--- config.mk ---
export PLATFORM = sky130hd
export DESIGN_NAME = zigbee_io_router
export DESIGN_NICKNAME = d
export VERILOG_FILES = /design/src/rtl/zigbee_router_pkg.sv /design/src/rtl/zigbee_router_guard_fsm.sv /design/src/rtl/zigbee_io_router.sv
export SDC_FILE = /design/constraint.sdc
export NUM_CORES = 1
export LEC_CHECK = 0
export CAP_MARGIN = 30
export CORE_MARGIN = 5
export CORE_UTILIZATION = 31
export CTS_BUF_LIST = sky130_fd_sc_hd__clkbuf_8
export CTS_CLUSTER_DIAMETER = 30
export DETAILED_ROUTE_END_ITERATION = 16
export HOLD_SLACK_MARGIN = 0.06
export PLACE_DENSITY_LB_ADDON = 0.3
export RECOVER_POWER = 100
export SLEW_MARGIN = 20
export SYNTH_ARGS = -nofsm -noshare
export SYNTH_HDL_FRONTEND = slang
export SYNTH_SLANG_ARGS = --single-unit
--- constraint.sdc ---
create_clock -name clk_i -period 4.1 [get_ports clk_i]
set_clock_uncertainty 0.05 [all_clocks]
set_input_delay 0.82 -clock clk_i [delete_from_list [all_inputs] [get_ports clk_i]]
set_output_delay 0.82 -clock clk_i [all_outputs]
set_load 0.02 [all_outputs]
--- src/rtl/zigbee_router_pkg.sv ---
// zigbee_router_pkg: shared FSM state type, counter width and guard-width helper for the ZigBee I/O router.
package zigbee_router_pkg;
    typedef enum logic [1:0] {ACTIVE, DRAIN, APPLY} router_state_e;
    localparam int SWITCH_CNT_W = 16;
    function automatic int guard_w(input int n);
        return (n > 1) ? $clog2(n) : 1;
    endfunction
endpackage

--- src/rtl/zigbee_router_guard_fsm.sv ---
// zigbee_router_guard_fsm: guarded mode-switch sequencer (drain, apply), sticky error flag, switch counter.
// Define ZIGBEE_IO_ROUTER_SWITCH_CNT_EN to build the saturating completed-switch counter.
module zigbee_router_guard_fsm
    import zigbee_router_pkg::*;
#(
    parameter int N_MODES      = 4,
    parameter int GUARD_CYCLES = 4,
    parameter int RESET_MODE   = 0,
    parameter int MODE_W       = (N_MODES > 1) ? $clog2(N_MODES) : 1
) (
    input  logic                    clk_i,
    input  logic                    rst_i,
    input  logic [MODE_W-1:0]       mode_i,
    input  logic                    mode_valid_i,
    output logic                    mode_ready_o,
    output logic [MODE_W-1:0]       mode_o,
    output logic                    mode_err_o,
    output router_state_e           state_o,
    output logic [SWITCH_CNT_W-1:0] switch_cnt_o
);
    localparam int GW = guard_w(GUARD_CYCLES);
    router_state_e state_q, state_d;
    logic [GW-1:0] cnt_q, cnt_d;
    logic [MODE_W-1:0] mode_q, mode_d, pend_q, pend_d;
    logic err_q, err_d;
    logic req_bad, req_new;
    assign req_bad = mode_valid_i && (int'(mode_i) >= N_MODES);
    assign req_new = mode_valid_i && !req_bad && (mode_i != mode_q);
    always_comb begin
        state_d = state_q;
        cnt_d   = cnt_q;
        mode_d  = mode_q;
        pend_d  = pend_q;
        err_d   = err_q | ((state_q == ACTIVE) && req_bad);
        if (state_q == ACTIVE && req_new) begin
            state_d = DRAIN;
            cnt_d   = GW'(GUARD_CYCLES - 1);
            pend_d  = mode_i;
        end
        if (state_q == DRAIN) begin
            cnt_d   = (cnt_q == '0) ? cnt_q : cnt_q - GW'(1);
            state_d = (cnt_q == '0) ? APPLY : DRAIN;
        end
        if (state_q == APPLY) begin
            mode_d  = pend_q;
            state_d = ACTIVE;
        end
    end
    always_ff @(posedge clk_i) begin
        if (rst_i) begin
            state_q <= ACTIVE;
            cnt_q   <= '0;
            mode_q  <= MODE_W'(RESET_MODE);
            pend_q  <= MODE_W'(RESET_MODE);
            err_q   <= 1'b0;
        end else begin
            state_q <= state_d;
            cnt_q   <= cnt_d;
            mode_q  <= mode_d;
            pend_q  <= pend_d;
            err_q   <= err_d;
        end
    end
    assign state_o      = state_q;
    assign mode_o       = mode_q;
    assign mode_err_o   = err_q;
    assign mode_ready_o = (state_q == ACTIVE);
`ifdef ZIGBEE_IO_ROUTER_SWITCH_CNT_EN
    logic [SWITCH_CNT_W-1:0] sw_q;
    always_ff @(posedge clk_i) begin
        if (rst_i) sw_q <= '0;
        else if (state_q == APPLY && sw_q != '1) sw_q <= sw_q + SWITCH_CNT_W'(1);
    end
    assign switch_cnt_o = sw_q;
`else
    assign switch_cnt_o = '0;
`endif
endmodule

--- src/rtl/zigbee_io_router.sv ---
// zigbee_io_router: routes the shared pad bus to one of N_MODES block groups with guarded mode switching.
// Optional ZIGBEE_IO_ROUTER_SWITCH_CNT_EN enables switch_cnt_o (otherwise tied to zero).
module zigbee_io_router
    import zigbee_router_pkg::*;
#(
    parameter int N_MODES      = 4,
    parameter int IN_W         = 22,
    parameter int OUT_W        = 18,
    parameter int GUARD_CYCLES = 4,
    parameter int RESET_MODE   = 0,
    localparam int MODE_W      = (N_MODES > 1) ? $clog2(N_MODES) : 1
) (
    input  logic                       clk_i,
    input  logic                       rst_i,
    input  logic [MODE_W-1:0]          mode_i,
    input  logic                       mode_valid_i,
    output logic                       mode_ready_o,
    output logic [MODE_W-1:0]          mode_o,
    output logic                       mode_err_o,
    input  logic [IN_W-1:0]            mux_i,
    output logic [OUT_W-1:0]           mux_o,
    output logic [N_MODES*IN_W-1:0]    blk_in_o,
    input  logic [N_MODES*OUT_W-1:0]   blk_out_i,
    output logic [N_MODES-1:0]         blk_en_o,
    output logic [SWITCH_CNT_W-1:0]    switch_cnt_o
);
    router_state_e state;
    logic active;
    logic [OUT_W-1:0] mux_q, mux_d;
    zigbee_router_guard_fsm #(
        .N_MODES(N_MODES), .GUARD_CYCLES(GUARD_CYCLES), .RESET_MODE(RESET_MODE), .MODE_W(MODE_W)
    ) u_fsm (
        .clk_i(clk_i), .rst_i(rst_i), .mode_i(mode_i), .mode_valid_i(mode_valid_i),
        .mode_ready_o(mode_ready_o), .mode_o(mode_o), .mode_err_o(mode_err_o),
        .state_o(state), .switch_cnt_o(switch_cnt_o)
    );
    assign active = (state == ACTIVE);
    for (genvar m = 0; m < N_MODES; m++) begin : g_slice
        assign blk_en_o[m]               = active && (int'(mode_o) == m);
        assign blk_in_o[m*IN_W +: IN_W]  = blk_en_o[m] ? mux_i : '0;
    end
    // Zero while draining/applying so old and new mode data never meet on the pads.
    assign mux_d = active ? blk_out_i[mode_o*OUT_W +: OUT_W] : '0;
    always_ff @(posedge clk_i) begin
        if (rst_i) mux_q <= '0;
        else mux_q <= mux_d;
    end
    assign mux_o = mux_q;
endmodule

==> impl.org <==
** Clocking
- Number of buffers inserted to repair setup after CTS :: 0
- Hold Buf Count CTS :: 0
- Worst-Skew Late Latency :: 260 ps
- Counting the buffers created by CTS gives 3.
- Post-cts sizing count :: 0
- TritonCTS sink count :: 26
- In this run the number of H-tree levels came out at 1.
- Maximum count of clock buffers along a single path :: 2
- TritonCTS built the clock tree.
- Clock Tree Root :: clkbuf_8
- After clock tree synthesis, the clock-pin slew on the worst setup and hold paths is 90 ps.

** Floorplanning
- The die is 91.6 um tall.
- The floorplan step defined a core boundary enclosing 6420 sq um.
- The floorplan step defined a die boundary enclosing 8390 sq um.
- From left edge to right edge, the die measures 91.6 um.
- Top-level I/O count :: 229
- Initial core utilization :: 32.1%
- After floorplanning, the core was divided into 29 placement rows.

** Timing
- Max frequency :: 284 MHz
- Final worst setup slack :: 582 ps
- Total of endpoints with negative setup slack in the final report :: 0
- Unrepaired setup endpoints after global routing :: no
- Final period demand of the worst path :: 3520 ps
- The number of hold violations in the final report is 0.
- Headroom to the max-slew limit came out at 44.4%.
- In the final timing run, aggregate negative setup slack is 0 ps.
- Final cycle utilization of the critical path :: 85.8%
- The count of final max-slew check failures came to 0.
- For the pin with the worst max-slew slack, the measured transition is 834 ps.

** Placed design
- OpenSTA, run right after detailed placement, puts the worst setup slack at 1060 ps.
- Gpl congestion :: 0.778
- The HPWL after detailed placement is 7.65 mm.
- The count of buffers added on input and output ports is 211.

** Hold path
- The path with the worst hold slack has its endpoint at u_fsm.pend_q[0]$_SDFFE_PP0P_.
- Path class of the lowest-slack min-delay path :: reg -> reg
- Worst hold start :: u_fsm.pend_q[0]$_SDFFE_PP0P_
- The worst hold path was traced through 2 stages.

** Power
- VDD IR max :: 0.000137 V
- Leakage power total :: 1.90 nW
- Power Density :: 197 nW/um^2

** Setup path
- For this run, the slowest stage of the critical path takes 700 ps.
- Cell type of the slowest stage on the worst timing path :: dlygate4sd3_1
- Register-to-register setup slack :: 2070 ps
- Critical Path Start :: u_fsm.mode_o[1]$_SDFFE_PP0N_
- Arrival time of the worst setup path :: 2650 ps
- Measured in cells, the most critical reg-to-reg path has a length of 3.
- In this run the critical register-to-register path is launched from u_fsm.mode_o[0]$_SDFFE_PP0N_.
- Chain of cells forming the critical path :: buf_4, nor4b_2, clkbuf_1, and2_1, dlygate4sd3_1
- STA classifies the critical path startpoint as a flip-flop.
- Critical setup path kind :: reg -> out
- Critical path fanouts, max :: 24
- STA classifies the critical path endpoint as a primary output.
- Data on the critical path is required at its endpoint by 3230 ps.
- In this run the critical register-to-register path is captured at mux_o[2]$_SDFF_PP0_.

** Drt
- Detailed-router iteration count before antenna repair :: 4
- Post-Route WL :: 9.13 mm
- The detailed router placed 2313 vias in this run.
- Average wire length per cell after detail routing :: 18.3 um
- The detailed router finished its first iteration with 51 violations.
- In the routed design, unresolved DRC markers number 0.
- The count of nets left with antenna violations once routing finished came out at 0.
- Routed vias/inst :: 4.64

** Synth
- Top cells by instance count after synthesis :: 88 x and2_1, 26 x dfxtp_1, 20 x buf_4, 18 x mux4_2, 18 x nor2b_1
- Number of storage elements in the synthesis netlist :: 26
- Average instance area after synthesis :: 9.43 sq um
- The most common cell in the synthesized netlist is and2_1.
- Yosys printed 0 warnings.
- Synthesis produced 219 cells.
- Most instantiated flip-flop cell in the synthesis netlist :: dfxtp_1
- Yosys top cell area share :: 26.7%
- Counting distinct cell types in the post-synthesis netlist gives 26.
- Proportion of synthesized chip area in sequential cells :: 25.2%
- Number of synthesized flops with an enable pin :: 0
- Synth async-reset ratio :: 0%
- Post-synthesis instance area :: 2060 sq um
- The largest total area in the synthesized netlist belongs to and2_1.
- Main area contributors after synthesis :: and2_1 27%, dfxtp_1 25%, mux4_2 20%

** Global routing
- Via count of the first global-routing pass :: 2217
- Final global-route overflow total :: 0
- Number of antenna violations at the first check in global routing :: 0
- First-pass GRT wire length :: 13.6 mm
- Pin count of the biggest net entering global routing :: 25
- Global routing consumed, over all layers together, 20.7% of the routing resources.

** Final layout
- Fraction of final layout cells with drive strength greater than 1 :: 6.65%
- Net count of the finished layout :: 522
- Fill cells in the final layout number 516.
- Once layout is complete, the utilization of the core stands at 65.7%.
- Relative to the synthesized area, the layout overhead comes to 104%.
- Ant diodes :: 0

** Outcome
- Status :: finished clean

** Flow run
- Number of max-capacitance violations reported :: 0
## critical path, delay by kind of cell, from the launching register on
kind / cells / cell delay [ps]
AND/OR/NAND/NOR: 2 / 460
buffers and inverters: 3 / 1590
flip-flops: 1 / 320
## per-stage QoR
step	hold slack [ps]	power [mW]	area (sq um)	instances
floorplan	398	0.452	2120	235
global placement	411	0.644	4160	493
detailed placement	415	0.650	4160	493
CTS	428	0.861	4230	497
global route	453	0.874	4220	498
finish	426	0.833	4220	498
## power by group
part / internal, mW / total (mW) / switching, mW
Sequential: 0.273 / 0.282 / 0.00965
Combinational: 0.185 / 0.341 / 0.156
Clock: 0.131 / 0.210 / 0.0796
Total: 0.588 / 0.833 / 0.245
## final cells by class
type	instances	area, sq um	share of cell area (%)
Timing Repair Buffer	216	2140	50.6
Tap cell	77	96.3	2.28
Inverter	3	11.3	0.267
Sequential cell	26	520	12.3
Clock buffer	3	41.3	0.978
Clock inverter	1	30.0	0.711
Multi-Input combinational cell	172	1390	32.8
## placed cells by master (no fill, tap or decap)
| cell | n |
|---|---|
| inv_1 | 3 |
| mux2i_1 | 4 |
| nor4b_4 | 1 |
| nand2b_1 | 5 |
| xor2_1 | 2 |
| a221oi_1 | 1 |
| o31a_1 | 1 |
| and3_1 | 1 |
| dlygate4sd3_1 | 109 |
| mux4_2 | 18 |
| ha_1 | 1 |
| bufinv_16 | 1 |
| nor2_1 | 5 |
| clkbuf_1 | 3 |
| buf_4 | 1 |
| clkdlybuf4s50_1 | 102 |
| o21ai_0 | 1 |
| conb_1 | 17 |
| nor2b_1 | 18 |
| nor3b_2 | 1 |
| clkbuf_2 | 1 |
| nor4b_2 | 1 |
| nor4_2 | 1 |
| o211ai_1 | 1 |
| or3_1 | 1 |
| dfxtp_1 | 26 |
| o211a_1 | 1 |
| and2_1 | 88 |
| nor3b_1 | 1 |
| clkbuf_8 | 3 |
| a21oi_1 | 2 |
## registers in the layout, summed over array words and instances, names as in the netlist
name and cells:
u_fsm.mode_o 2, u_fsm.state_o 2, u_fsm.cnt_q 2, u_fsm.pend_q 2, mux_o 18
## how the worst max path moves through the flow
stage,cells after the start,slack (ps),end
2_1_floorplan,5,1680,blk_in_o[78]
3_3_place_gp,3,1090,blk_in_o[44]
3_5_place_dp,4,1060,blk_in_o[83]
4_1_cts,4,750,blk_in_o[83]
5_1_grt,5,390,blk_in_o[0]
6_report,5,580,blk_in_o[42]
## metal layers
metal	routed length, um	vias to the layer above	share of wire (%)	GRT usage [%]
li1	-	1093	-	-
met1	3280	1097	36	22.2
met2	4900	115	54	40.0
met3	848	8	9.3	6.12
met4	103	0	1.1	3.77
met5	0	-	0	0
## cells by family after synthesis
| group | share of synthesized area [%] |
|---|---|
| xor+xnor | 0.849 |
| other cells | 0.182 |
| buf+inv | 11.0 |
| fa+ha+maj | 0.606 |
| flops | 25.2 |
| simple gates | 38.2 |
| compound gates | 2.42 |
| mux | 21.6 |
Power figures use the tool's default switching activity.
